File: src/rtl/packet_header_builder.sv
// Builds a synthetic Ethernet/IPv4(/UDP|TCP) frame from one attribute record and
// streams it out on an AXI4-Stream master; payload bytes are zero.
module packet_header_builder #(
  parameter int          C_M_AXIS_DATA_WIDTH  = 256,
  parameter int          C_M_AXIS_TUSER_WIDTH = 128,
  parameter int          ATTRIBUTE_DATA_WIDTH = 135,
  parameter int          MIN_FRAME_BYTES      = 60,
  parameter int          MAX_FRAME_BYTES      = 1514,
  parameter logic [47:0] SRC_MAC              = 48'h000000000001,
  parameter logic [47:0] DST_MAC              = 48'h000000000002
) (
  input  logic                                 clk,
  input  logic                                 reset_n,
  input  logic [ATTRIBUTE_DATA_WIDTH-1:0]      in_attributes,
  input  logic                                 in_valid,
  output logic                                 in_ready,
  output logic [C_M_AXIS_DATA_WIDTH-1:0]       m_axis_tdata,
  output logic [C_M_AXIS_DATA_WIDTH/8-1:0]     m_axis_tstrb,
  output logic [C_M_AXIS_TUSER_WIDTH-1:0]      m_axis_tuser,
  output logic                                 m_axis_tvalid,
  input  logic                                 m_axis_tready,
  output logic                                 m_axis_tlast,
  output logic [31:0]                          pkt_count
);

  localparam int          DW    = C_M_AXIS_DATA_WIDTH;
  localparam int          SW    = C_M_AXIS_DATA_WIDTH / 8;
  localparam int          TW    = C_M_AXIS_TUSER_WIDTH;
  localparam logic [15:0] MIN_L = 16'(MIN_FRAME_BYTES);
  localparam logic [15:0] MAX_L = 16'(MAX_FRAME_BYTES);

  typedef enum logic [1:0] {S_IDLE, S_CALC, S_SEND} state_t;

  state_t                          state_q, state_d;
  logic                            ready_q;
  logic [10:0]                     w_q, w_d;
  logic [31:0]                     cnt_q, cnt_d;
  logic [ATTRIBUTE_DATA_WIDTH-1:0] rec_q;
  logic [2*DW-1:0]                 hdr_q, hdr_d;
  logic [10:0]                     nwords_q, nwords_d;
  logic [SW-1:0]                   strb_last_q, strb_last_d;
  logic [TW-1:0]                   tuser_q, tuser_d;
  logic                            accept, last_word;

  logic [7:0]  proto, port;
  logic [31:0] src_ip, dst_ip;
  logic [15:0] sport, dport, bytes;
  logic [4:0]  flags;
  logic        unused_prtcl;

  assign proto        = rec_q[7:0];
  assign src_ip       = rec_q[39:8];
  assign dst_ip       = rec_q[71:40];
  assign sport        = rec_q[87:72];
  assign dport        = rec_q[103:88];
  assign bytes        = rec_q[119:104];
  assign flags        = rec_q[124:120];
  assign port         = rec_q[134:127];
  assign unused_prtcl = ^rec_q[126:125];

  logic [15:0]  len, tot_len, udp_len;
  logic [4:0]   rem;
  logic [19:0]  csum_sum;
  logic [16:0]  csum_fold1;
  logic [15:0]  csum_fold2, csum;
  logic [159:0] l4;

  // Length clamp feeds every length-derived field below
  always_comb begin
    if (bytes < MIN_L)      len = MIN_L;
    else if (bytes > MAX_L) len = MAX_L;
    else                    len = bytes;
  end

  assign tot_len     = len - 16'd14;
  assign udp_len     = len - 16'd34;
  assign nwords_d    = 11'((len + 16'd31) >> 5);
  assign rem         = len[4:0];
  assign strb_last_d = (rem == 5'd0) ? {SW{1'b1}} : ~({SW{1'b1}} >> rem);

  // Header checksum over the ten 16-bit words with the checksum field as zero
  assign csum_sum   = 20'h04500 + 20'(tot_len) + 20'h04000 + 20'({8'd64, proto})
                    + 20'(src_ip[31:16]) + 20'(src_ip[15:0])
                    + 20'(dst_ip[31:16]) + 20'(dst_ip[15:0]);
  assign csum_fold1 = 17'(csum_sum[15:0]) + 17'(csum_sum[19:16]);
  assign csum_fold2 = csum_fold1[15:0] + 16'(csum_fold1[16]);
  assign csum       = ~csum_fold2;

  always_comb begin
    l4 = '0;
    if (proto == 8'd17)
      l4 = {sport, dport, udp_len, 16'h0000, 96'h0};
    else if (proto == 8'd6)
      l4 = {sport, dport, 32'h0, 32'h0, 8'h50, 3'b000, flags, 16'hFFFF, 32'h0};
    hdr_d = {DST_MAC, SRC_MAC, 16'h0800, 8'h45, 8'h00, tot_len, 16'h0000, 16'h4000,
             8'd64, proto, csum, src_ip, dst_ip, l4, 80'h0};
  end

  always_comb begin
    tuser_d        = '0;
    tuser_d[15:0]  = len;
    tuser_d[23:16] = port;
  end

  assign accept    = in_valid && ready_q;
  assign last_word = (w_q == nwords_q - 11'd1);

  always_comb begin
    state_d       = state_q;
    w_d           = w_q;
    cnt_d         = cnt_q;
    m_axis_tvalid = 1'b0;
    m_axis_tlast  = 1'b0;
    m_axis_tdata  = '0;
    m_axis_tstrb  = '0;
    m_axis_tuser  = '0;
    case (state_q)
      S_IDLE: if (accept) state_d = S_CALC;
      S_CALC: begin
        state_d = S_SEND;
        w_d     = '0;
      end
      S_SEND: begin
        m_axis_tvalid = 1'b1;
        m_axis_tlast  = last_word;
        m_axis_tuser  = tuser_q;
        m_axis_tstrb  = last_word ? strb_last_q : {SW{1'b1}};
        if (w_q == 11'd0)      m_axis_tdata = hdr_q[2*DW-1:DW];
        else if (w_q == 11'd1) m_axis_tdata = hdr_q[DW-1:0];
        if (m_axis_tready) begin
          if (last_word) begin
            state_d = S_IDLE;
            cnt_d   = cnt_q + 32'd1;
          end else begin
            w_d = w_q + 11'd1;
          end
        end
      end
      default: state_d = S_IDLE;
    endcase
  end

  // Control state; ready is registered so it stays low through reset
  always_ff @(posedge clk or negedge reset_n) begin
    if (!reset_n) begin
      state_q <= S_IDLE;
      ready_q <= 1'b0;
      w_q     <= '0;
      cnt_q   <= '0;
    end else begin
      state_q <= state_d;
      ready_q <= (state_d == S_IDLE);
      w_q     <= w_d;
      cnt_q   <= cnt_d;
    end
  end

  always_ff @(posedge clk) begin
    if (accept) rec_q <= in_attributes;
    if (state_q == S_CALC) begin
      hdr_q       <= hdr_d;
      nwords_q    <= nwords_d;
      strb_last_q <= strb_last_d;
      tuser_q     <= tuser_d;
    end
  end

  assign in_ready  = ready_q;
  assign pkt_count = cnt_q;

endmodule

File: config.mk
export PLATFORM = sky130hd
export DESIGN_NAME = packet_header_builder
export DESIGN_NICKNAME = d
export VERILOG_FILES = /design/src/rtl/packet_header_builder.sv
export SDC_FILE = /design/constraint.sdc
export NUM_CORES = 1
export LEC_CHECK = 0
export CAP_MARGIN = 20
export CORE_MARGIN = 2
export CORE_UTILIZATION = 32
export DETAILED_ROUTE_END_ITERATION = 6
export GPL_TIMING_DRIVEN = 0
export HOLD_SLACK_MARGIN = 0.12
export PLACE_DENSITY_LB_ADDON = 0.08
export SLEW_MARGIN = 20
export SYNTH_ARGS = -nofsm -noshare
export SYNTH_HDL_FRONTEND = slang
export SYNTH_SLANG_ARGS = --single-unit
File: constraint.sdc
create_clock -name clk -period 10.6 [get_ports clk]
set_input_delay 2.12 -clock clk [delete_from_list [all_inputs] [get_ports clk]]
set_output_delay 2.12 -clock clk [all_outputs]
set_load 0.01 [all_outputs]
======== Yosys cells after proc, flatten, opt, wreduce, memory -nomap -nowiden ========
Index checks and enable logic that the tools add are counted.
operators by class
  add/subtract/negate cells ............... 15
  order comparisons ....................... 2
  equality and inequality tests ........... 8
  shift operators ......................... 1
  multiplexer cells ....................... 19
  bitwise logic cells ..................... 3
  reduce and logical (&&, ||, !) cells .... 9
operators by type and width
  kind                                                                           number
  256-bit 2-to-1 mux                                                             3
  160-bit 2-to-1 mux                                                             2
  32-bit 2-to-1 mux                                                              2
  20-bit by 16-bit adder with 20-bit output                                      3
  32-bit by 1-bit adder with 32-bit output, second input constant                1
  16-bit 2-to-1 mux                                                              2
  32-bit NOT                                                                     1
  32-bit by 5-bit right shift with 32-bit output, first input constant           1
  24-bit 2-to-1 mux                                                              1
  11-bit 2-to-1 mux                                                              2
  11-bit case mux with 2 select lines                                            1
  19-bit by 16-bit adder with 20-bit output                                      1
  18-bit by 15-bit adder with 19-bit output                                      1
  17-bit by 15-bit adder with 18-bit output, second input constant               1
  15-bit by 16-bit adder with 17-bit output, first input constant                1
  16-bit by 4-bit adder with 17-bit output                                       1
  16-bit by 1-bit adder with 16-bit output                                       1
  16-bit by 5-bit adder with 16-bit output, second input constant                1
  16-bit by 11-bit > comparator with 1-bit output, second input constant         1
  16-bit by 6-bit less-than comparator with 1-bit output, second input constant  1
  16-bit NOT                                                                     1
  16-bit by 4-bit subtractor with 16-bit output, second input constant           1
  16-bit by 6-bit subtractor with 16-bit output, second input constant           1
  11-bit by 1-bit adder with 11-bit output, second input constant                1
  other kinds (19)                                                               25
word-level totals
  flip-flop bits (word level) ............. 512
  input bits .............................. 139
  output and inout bits ................... 451
  word-level logic and storage cells ...... 68

======== Depth between registers and ports, before layout ========
Gate-level depths: netlist of run 1.
  word-level depth ........................ 14
  mapped depth ............................ 44
  mapped depth without buffers ............ 41

======== Worst setup path after synthesis of run 1 ========
Ideal clock, no wire load.
  path kind ............................... flip-flop to flip-flop
  start point ............................. register rec_q[115]
  end point ............................... register hdr_q[319], data pin
  arrival time ............................ 8.820 ns
  required time ........................... 10.336 ns
  setup slack ............................. 1.516 ns
  stages on the path, launching flop included .. 41
  buffers on the path ..................... 1
  clock period less this slack ............ 9.084 ns
  cell sequence ........................... edfxtp_1 or4_1 nor3_2 nand2_1 a31oi_1 a21o_1 ha_1 inv_1 ha_1 inv_1 fa_1 inv_1 fa_1 fa_1 fa_1 a211oi_2 o211ai_1 a221oi_2 (+5 left out) ha_1 inv_1 fa_1 nor2b_1 o211a_1 nand2_1 nor2_1 nand3_1 nor3_1 ha_1 nor2b_1 and2_1 nand4_1 a31oi_1 and3_1 clkbuf_1 and4bb_1 nor3_1
on the way
  cells in the longest elaborated chain, start to end .. 14
ends and longest elaborated chain
  what                                                         line  RTL
  from (decl)                                                  38    logic [ATTRIBUTE_DATA_WIDTH-1:0] rec_q;
  from (signal assigned)                                       159   if (accept) rec_q <= in_attributes;
  16-bit by 11-bit > comparator with 1-bit output              71    else if (bytes > MAX_L) len = MAX_L;
  16-bit 2-to-1 mux                                            71
  16-bit 2-to-1 mux (*)                                        70    if (bytes < MIN_L) len = MIN_L;
  net len[2]                                                   61    logic [15:0] len, tot_len, udp_len;
  16-bit by 4-bit subtractor with 16-bit output (*)            75    assign tot_len = len - 16'd14;
  net tot_len[3]                                               61
  15-bit by 16-bit adder with 17-bit output (*)                82    assign csum_sum = 20'h04500 + 20'(tot_len) + 20'h04000 + 20'({8'd64, proto})
  17-bit by 15-bit adder with 18-bit output (*)                82
  18-bit by 15-bit adder with 19-bit output (*)                82
  19-bit by 16-bit adder with 20-bit output (*)                83    + 20'(src_ip[31:16]) + 20'(src_ip[15:0])
  20-bit by 16-bit adder with 20-bit output (*)                83
  20-bit by 16-bit adder with 20-bit output (*) (2 in series)  84    + 20'(dst_ip[31:16]) + 20'(dst_ip[15:0]);
  16-bit by 4-bit adder with 17-bit output (*)                 85    assign csum_fold1 = 17'(csum_sum[15:0]) + 17'(csum_sum[19:16]);
  16-bit by 1-bit adder with 16-bit output (*)                 86    assign csum_fold2 = csum_fold1[15:0] + 16'(csum_fold1[16]);
  16-bit NOT (*)                                               87    assign csum = ~csum_fold2;
  net csum[15]                                                 65    logic [15:0] csum_fold2, csum;
  to (signal assigned)                                         161   hdr_q <= hdr_d;
  to (decl)                                                    39    logic [2*DW-1:0] hdr_q, hdr_d;
Mark *: on every way through the listed nets, which the timed path passes. The rest lies on a longest branch.
A chain may end at the register's enable or synchronous reset.

======== Worst setup path in the final report of run 1 ========
  start point ............................. register rec_q[115]
  end point ............................... register hdr_q[318], data pin
The elaborated chain is that of the path after synthesis.

==> results by group, run 1 <==
GRT
  • First-pass GRT wire length: 86.3 mm
  • Vias in the first global route: 13786
  • Overflow after GRT: 0
  • Initial antenna violation count: 6
  • Pin count of the biggest net entering global routing: 89
  • Total global-route track usage: 17.1%

Die
  • I/O pin total: 590
  • Die Ht: 259 um
  • Core Area: 0.0642 sq mm
  • Starting Density: 32.3%
  • Die width: 259 um
  • Row count: 93
  • Die area: 0.0668 sq mm

Route
  • Final wirelength: 58.4 mm
  • DRC viols: 0
  • Vias per cell: 4.26
  • Initial DRC count: 667
  • Via total after detailed routing: 13832
  • Final ANT Viol Nets: 0
  • DR pass1 iterations: 5
  • Routed WL per cell: 18.0 um

Synthesis
  • EDFF count, synth: 357
  • Main synth FF type: edfxtp_1
  • Leading area contributor after synthesis: edfxtp_1
  • Commonest cells post-synth: 357 x edfxtp_1, 206 x and2_1, 201 x buf_4
  • Sequential-to-total area share from yosys stat: 57.3%
  • Synth Register Bits: 403
  • Share of the synthesized area in the top cell type: 51.7%
  • Synth cell types: 84
  • Synth Instances: 1689
  • Ranking of synthesized cells by area: edfxtp_1 52%, buf_4 7.3%, and2_1 6.2%
  • Post-synth ARST share: 11.4%
  • Synthesized area per cell: 12.3 sq um
  • Synth Cell Area: 0.0207 sq mm
  • Most common cell in the synthesized netlist: edfxtp_1
  • Syn. warnings: 0

CTS
  • CTS max path bufs: 3
  • Skew-Pair Late Insertion Delay: 0.58 ns
  • Clk pin slew, worst setup/hold paths: 0.06 ns
  • CTS Buf Count: 46
  • CTS H-tree depth: 2
  • Clock root buffer: clkbuf_16
  • TritonCTS clock tree: built
  • CTS hold repair buffers: 0
  • CTS sink cnt: 403

Setup path
  • Most common cell on crit path: fa_1
  • Slowest cell on the critical path: or4_4
  • Largest stage delay on the critical path: 0.57 ns
  • Worst Path Class, Setup: reg -> reg
  • Crit path DAT: 10.22 ns
  • Crit end category: register
  • Startpoint types: register
  • Worst-path fanout max: 6
  • Critical Path RT: 10.92 ns

Finish
  • Layout Utilization: 44.2%
  • Nets: 2590
  • Area of the multi-input gates: 0.00760 sq mm
  • Area Overhead vs Synth: 36.9%
  • Seq. cell area: 0.0119 sq mm
  • Number of fill cells: 6001
  • Layout cells sized above 1: 14.2%

Placement
  • HPWL Detailed: 44.4 mm
  • Final Wtd Congestion: 0.819
  • Port bufs: 392

Timing
  • Endpoints failing hold: 0
  • Skew final: 0.0110 ns
  • Worst Max-Slew Pin Slew: 1.02 ns
  • Worst slew margin: 31.7%
  • Final setup fails: 0
  • Min Tclk post-route: 9.91 ns
  • Min Hold Slack: 0.416 ns
  • Fin. max-slew vios: 0
  • FMAX: 101 MHz
  • Final period util: 93.5%

Flow run
  • Max-Cap Viols: 0

Status
  • Status: completed

Power
  • P per Cell Area: 170 mW/mm^2
  • Leakage power: 11.3 nW
  • Worst vdd ir: 0.000117 V

Worst hold path
  • Worst min-delay path class: reg -> reg
cell families after synthesis:
logic type,after synthesis,synth area share [%]
buf+inv,388,10.8
flops,403,57.3
fa+ha+maj,96,7.86
mux,4,0.205
simple gates,559,14.8
other cells,2,0.0362
xor+xnor,96,4.06
compound gates,141,5.02
placed cells by master, fill, tap and decap left out, drive strengths merged, types with 9 or more instances in the layout:
master | netlist | routed
nor4 | 14 | 14
a21oi | 27 | 27
nor3 | 22 | 22
xnor2 | 56 | 56
inv | 127 | 129
nand3 | 39 | 39
and2 | 207 | 207
edfxtp | 357 | 357
nor2 | 108 | 108
and3 | 17 | 17
ha | 39 | 39
nand2 | 77 | 77
buf | 208 | 219
dfrtp | 46 | 46
clkbuf | 51 | 109
fa | 57 | 57
clkinv | 2 | 18
xor2 | 40 | 40
clkdlybuf4s50 | 0 | 391
nand2b | 9 | 9
nand4 | 23 | 23
conb | 2 | 221
a21o | 12 | 12
o21ai | 31 | 31
final timing paths:
| kind | cells after the start | endpoint | from | slack, ns |
|---|---|---|---|---|
| max in group asynchronous | 2 | w_q[0]$_DFFE_PN0P_ | reset_n | 8.51 |
| hold reg to reg | 0 | tuser_q[22]$_DFFE_PP_ | rec_q[133]$_DFFE_PP_ | 0.42 |
| setup reg to reg | 37 | hdr_q[318]$_DFFE_PP_ | rec_q[115]$_DFFE_PP_ | 0.69 |
| min in group asynchronous | 1 | pkt_count[12]$_DFFE_PN0P_ | reset_n | 1.56 |
| hold / removal | 0 | tuser_q[22]$_DFFE_PP_ | rec_q[133]$_DFFE_PP_ | 0.42 |
| setup / recovery | 37 | hdr_q[318]$_DFFE_PP_ | rec_q[115]$_DFFE_PP_ | 0.69 |
power by group:
group | switching [W] | internal [W]
registers | 0.0000235 | 0.00177
clock network | 0.000656 | 0.000946
logic | 0.000768 | 0.000665
total | 0.00145 | 0.00338
per-stage QoR:
stage	cell area [sq um]	std cells	setup TNS [ns]	total power, W	setup WS, ns
2_1_floorplan	21600	1908	0	0.00263	1.52
3_3_place_gp	26500	3155	-1.17	0.00324	-0.420
3_5_place_dp	26700	3162	-1.20	0.00324	-0.423
4_1_cts	28300	3246	0	0.00488	0.00159
5_1_grt	28400	3248	-0.00843	0.00508	-0.00843
6_report	28400	3249	0	0.00483	0.691
layer usage:
layer  global-route usage (%)  up-vias  share of wire, %
met1                     21.7     6651                42
met3                     3.91       79               6.2
met4                     4.25        4               2.1
li1                         -     6699                 -
met5                        0        -             0.039
met2                     29.5      399                50
critical path: cells and delay by family, from the launching register on:
kind                       cells  cell delay [ns]
DFF                            1             0.37
and+or+nand+nor               14             2.85
AOI/OAI and AO/OA             10             2.79
adders and majority gates      7             2.70
xor gates and xnor gates       3             0.71
buffers and inverters          3             0.22
state kept, by name, indices dropped and copies added (netlist names):
signal	flops
nwords_q	11
pkt_count	32
w_q	11
tuser_q	24
hdr_q	157
state_q	2
in_ready	1
rec_q	133
strb_last_q	32
final cells by class:
cell class              instances  area share, %
inverters                     129           1.73
multi-input cells            1117           26.8
flip-flops and latches        403           41.8
well taps                     855           3.77
repair buffers                402           14.5
plain buffers                 256           6.11
clock inverters                24          0.802
diodes                          2         0.0176
clock buffers                  61           4.51
repair_timing:
| item | CTS | global route |
|---|---|---|
| gates resized for setup | 11 | 17 |
| pin swaps | 1 | 4 |
| setup buffers | 1 | 2 |
| endpoints found under the setup margin | 6 | 8 |
Note: power is estimated with default switching activity, not from simulation.
==> inputs of run 2 (changes only) <==
--- a/config.mk
+++ b/config.mk
@@ -12,6 +12,7 @@
 export GPL_TIMING_DRIVEN = 0
 export HOLD_SLACK_MARGIN = 0.12
 export PLACE_DENSITY_LB_ADDON = 0.08
+export SKIP_LAST_GASP = 1
 export SLEW_MARGIN = 20
 export SYNTH_ARGS = -nofsm -noshare
 export SYNTH_HDL_FRONTEND = slang
==> results of run 2 <==
No change in the layout: final DEF, timing and power equal those of run 1.
==> inputs of run 3 (changes only) <==
--- a/config.mk
+++ b/config.mk
@@ -5,9 +5,11 @@
 export SDC_FILE = /design/constraint.sdc
 export NUM_CORES = 1
 export LEC_CHECK = 0
+export ABC_AREA = 1
 export CAP_MARGIN = 20
 export CORE_MARGIN = 2
 export CORE_UTILIZATION = 32
+export CTS_CLUSTER_SIZE = 12
 export DETAILED_ROUTE_END_ITERATION = 6
 export GPL_TIMING_DRIVEN = 0
 export HOLD_SLACK_MARGIN = 0.12
==> run 3 against run 2 <==
  * Cell count is 18% higher
  * Global-route usage is 0.51 points higher
  * Die area is 5.5% higher
  * Synthesized area is 5.6% higher
  * Count of clock-buffer cells in the layout is 4 lower
  * Sequential cell count stayed put
  * Sequential share of layout area is 1.4 points lower
  * Clock skew is 0.032 ns higher
  * Setup slack better by 0.23 ns
  * Sequential power hardly changed
  * Critical endpoint is now hdr_q[319]$_DFFE_PP_
  * Largest cell class unchanged
  * Highest routed layer unchanged
==> results by group, run 3 <==
Status
  • Status: completed

Finish
  • Final Cell Area: 0.0294 sq mm
  • Biggest regs: hdr_q x157, rec_q x133
  • Layout cells sized above 1: 11.7%
  • Commonest non-fill, non-tap cells in the layout: 397 x inv_1, 397 x nand2_1, 391 x clkdlybuf4s50_1, 357 x edfxtp_1, 309 x nor2_1
  • Nets: 3160
  • Register name with the most flops: hdr_q
  • Area Overhead vs Synth: 34.1%
  • Max reg flops: 157
  • Final cell count without fillers: 3832

Route
  • Final ANT Viol Nets: 0
  • Final wirelength: 62.9 mm
  • Vias per cell: 4.22
  • Via total after detailed routing: 16156
  • Initial DRC count: 797
  • Routed WL per cell: 16.4 um
  • DRC viols: 0
  • DR pass1 iterations: 7

Timing
  • Setup TNS: 0 ns
  • Worst slew margin: 40.5%
  • Setup slack after layout: 0.924 ns
  • Fin. max-slew vios: 0
  • Worst Max-Slew Pin Slew: 0.887 ns
  • Min Hold Slack: 0.418 ns
  • Final period util: 91.3%
  • Endpoints failing hold: 0
  • Skew final: 0.0432 ns
  • Final setup fails: 0
  • RSZ-0062 raised after global routing: no
  • Min Tclk post-route: 9.68 ns
  • FMAX: 103 MHz

GRT
  • Pin count of the biggest net entering global routing: 89
  • Initial antenna violation count: 8
  • Overflow after GRT: 0
  • First-pass GRT wire length: 94.2 mm
  • Total global-route track usage: 17.6%
  • Vias in the first global route: 16053

Synthesis
  • EDFF count, synth: 357
  • Share of the synthesized area in the top cell type: 49.0%
  • Synth Register Bits: 403
  • Synth cell types: 48
  • Synthesized area per cell: 9.69 sq um
  • Synth Cell Area: 0.0219 sq mm
  • Leading area contributor after synthesis: edfxtp_1
  • Post-synth ARST share: 11.4%
  • Ranking of synthesized cells by area: edfxtp_1 49%, buf_4 6.9%, inv_1 6.9%
  • Commonest cells post-synth: 400 x inv_1, 397 x nand2_1, 357 x edfxtp_1
  • Sequential-to-total area share from yosys stat: 54.3%
  • Syn. warnings: 0
  • Main synth FF type: edfxtp_1
  • Synth Instances: 2259
  • Most common cell in the synthesized netlist: inv_1

Placement
  • DP Worst Slack: 0.798 ns
  • Port bufs: 392
  • Final Wtd Congestion: 0.863
  • Placed cell count: 3746
  • HPWL Detailed: 49.2 mm
  • Post-DP Area: 0.0278 sq mm

Setup path
  • Startpoint types: register
  • Worst Path Class, Setup: reg -> reg
  • Largest stage delay on the critical path: 0.56 ns
  • Crit end category: register
  • Crit path DAT: 10.03 ns
  • Worst-path fanout max: 7
  • Critical Path RT: 10.95 ns
  • Slowest cell on the critical path: fa_1
  • Most common cell on crit path: nand2_1

CTS
  • CTS max path bufs: 3
  • CTS H-tree depth: 2
  • CTS Buf Count: 48
  • Clk pin slew, worst setup/hold paths: 0.06 ns
  • TritonCTS clock tree: built
  • CTS sink cnt: 403
  • Clock root buffer: clkbuf_16
  • Skew-Pair Late Insertion Delay: 0.62 ns
  • CTS hold repair buffers: 0

Die
  • Starting Density: 32.5%
  • Die Ht: 266 um
  • Die area: 0.0705 sq mm
  • Row count: 95
  • Die width: 266 um
  • I/O pin total: 590
  • Core Area: 0.0674 sq mm

Flow run
  • Max-Cap Viols: 0

Power
  • P per Cell Area: 150 mW/mm^2
  • Leakage power: 12.9 nW
  • Worst vdd ir: 0.000105 V

Worst hold path
  • Worst min-delay path class: reg -> reg
-- run 3: changes by cell type after synthesis, moves of 26 or more --
cell,change
o21ai_0,+31
clkbuf_1,-26
nor2_1,+201
nand2_1,+320
inv_1,+275
xnor2_1,-37
nand3_1,+59
and2_1,-204
-- run 3: worst max-delay path, delay by kind of cell, from the launching register on --
family                     cells  cell delay [ns]
and+or+nand+nor               35             4.17
AOI/OAI and AO/OA              2             0.52
adders and majority gates      8             2.95
buffers and inverters         10             0.96
DFF                            1             0.34
xor gates and xnor gates       2             0.45
-- run 3: cell type report --
class | count | area, sq um
Multi-Input combinational cell | 1416 | 7550
Inverter | 411 | 1560
Antenna cell | 1 | 2.50
Timing Repair Buffer | 397 | 4020
Sequential cell | 403 | 11900
Clock buffer | 57 | 1230
Buffer | 248 | 1740
Fill cell | 6618 | 38000
Clock inverter | 26 | 282
Tap cell | 873 | 1090
-- run 3: logic make-up (layout without fill, tap and decap cells) --
kind of cell | Yosys count | in the layout | share of synthesized area [%]
adder cells (fa/ha/maj) | 96 | 96 | 7.44
XOR/XNOR | 68 | 68 | 2.72
buffers and inverters | 659 | 1139 | 15.0
other | 2 | 222 | 0.0343
AND/OR/NAND/NOR | 916 | 916 | 17.8
AO/OA/AOI/OAI | 115 | 115 | 2.76
flip-flops | 403 | 403 | 54.3
-- run 3: path summary, 6_finish.rpt --
check                                startpoint                   endpoint  slack (ns)  cells past startpoint
setup / recovery           rec_q[118]$_DFFE_PP_       hdr_q[319]$_DFFE_PP_        0.92                     57
hold / removal             rec_q[127]$_DFFE_PP_      tuser_q[16]$_DFFE_PP_        0.42                      0
setup reg to reg           rec_q[118]$_DFFE_PP_       hdr_q[319]$_DFFE_PP_        0.92                     57
hold reg to reg            rec_q[127]$_DFFE_PP_      tuser_q[16]$_DFFE_PP_        0.42                      0
max in group asynchronous               reset_n   pkt_count[7]$_DFFE_PN0P_        8.61                      1
min in group asynchronous               reset_n  pkt_count[14]$_DFFE_PN0P_        1.56                      1
-- run 3: metrics by stage --
| stage | utilization [%] | total power [W] |
|---|---|---|
| detailed placement | 41.3 | 0.00283 |
| floorplan | - | 0.00246 |
| finish | 43.6 | 0.00441 |
| CTS | 43.5 | 0.00448 |
| global placement | 41.1 | 0.00283 |
| global route | 43.5 | 0.00465 |
-- run 3: metal layers --
metal / vias to the layer above / share of wire [%] / GRT usage, %
met5: - / 0.15 / 0
met4: 14 / 2.5 / 4.75
met3: 94 / 7.2 / 4.84
met2: 454 / 48 / 29.6
met1: 7555 / 42 / 22.2
li1: 8039 / - / -
-- run 3: report_power, final --
| part | switching (W) | internal [W] | leakage [nW] |
|---|---|---|---|
| Sequential | 0.0000260 | 0.00176 | 3.75 |
| Combinational | 0.000589 | 0.000417 | 8.40 |
| Clock | 0.000681 | 0.000930 | 0.732 |
| Total | 0.00130 | 0.00311 | 12.9 |
-- run 3: what timing repair did --
action,in CTS,in global routing
setup endpoints to repair,0,2
resized for setup,0,1
endpoints found under the hold margin,0,0
buffers inserted,0,2
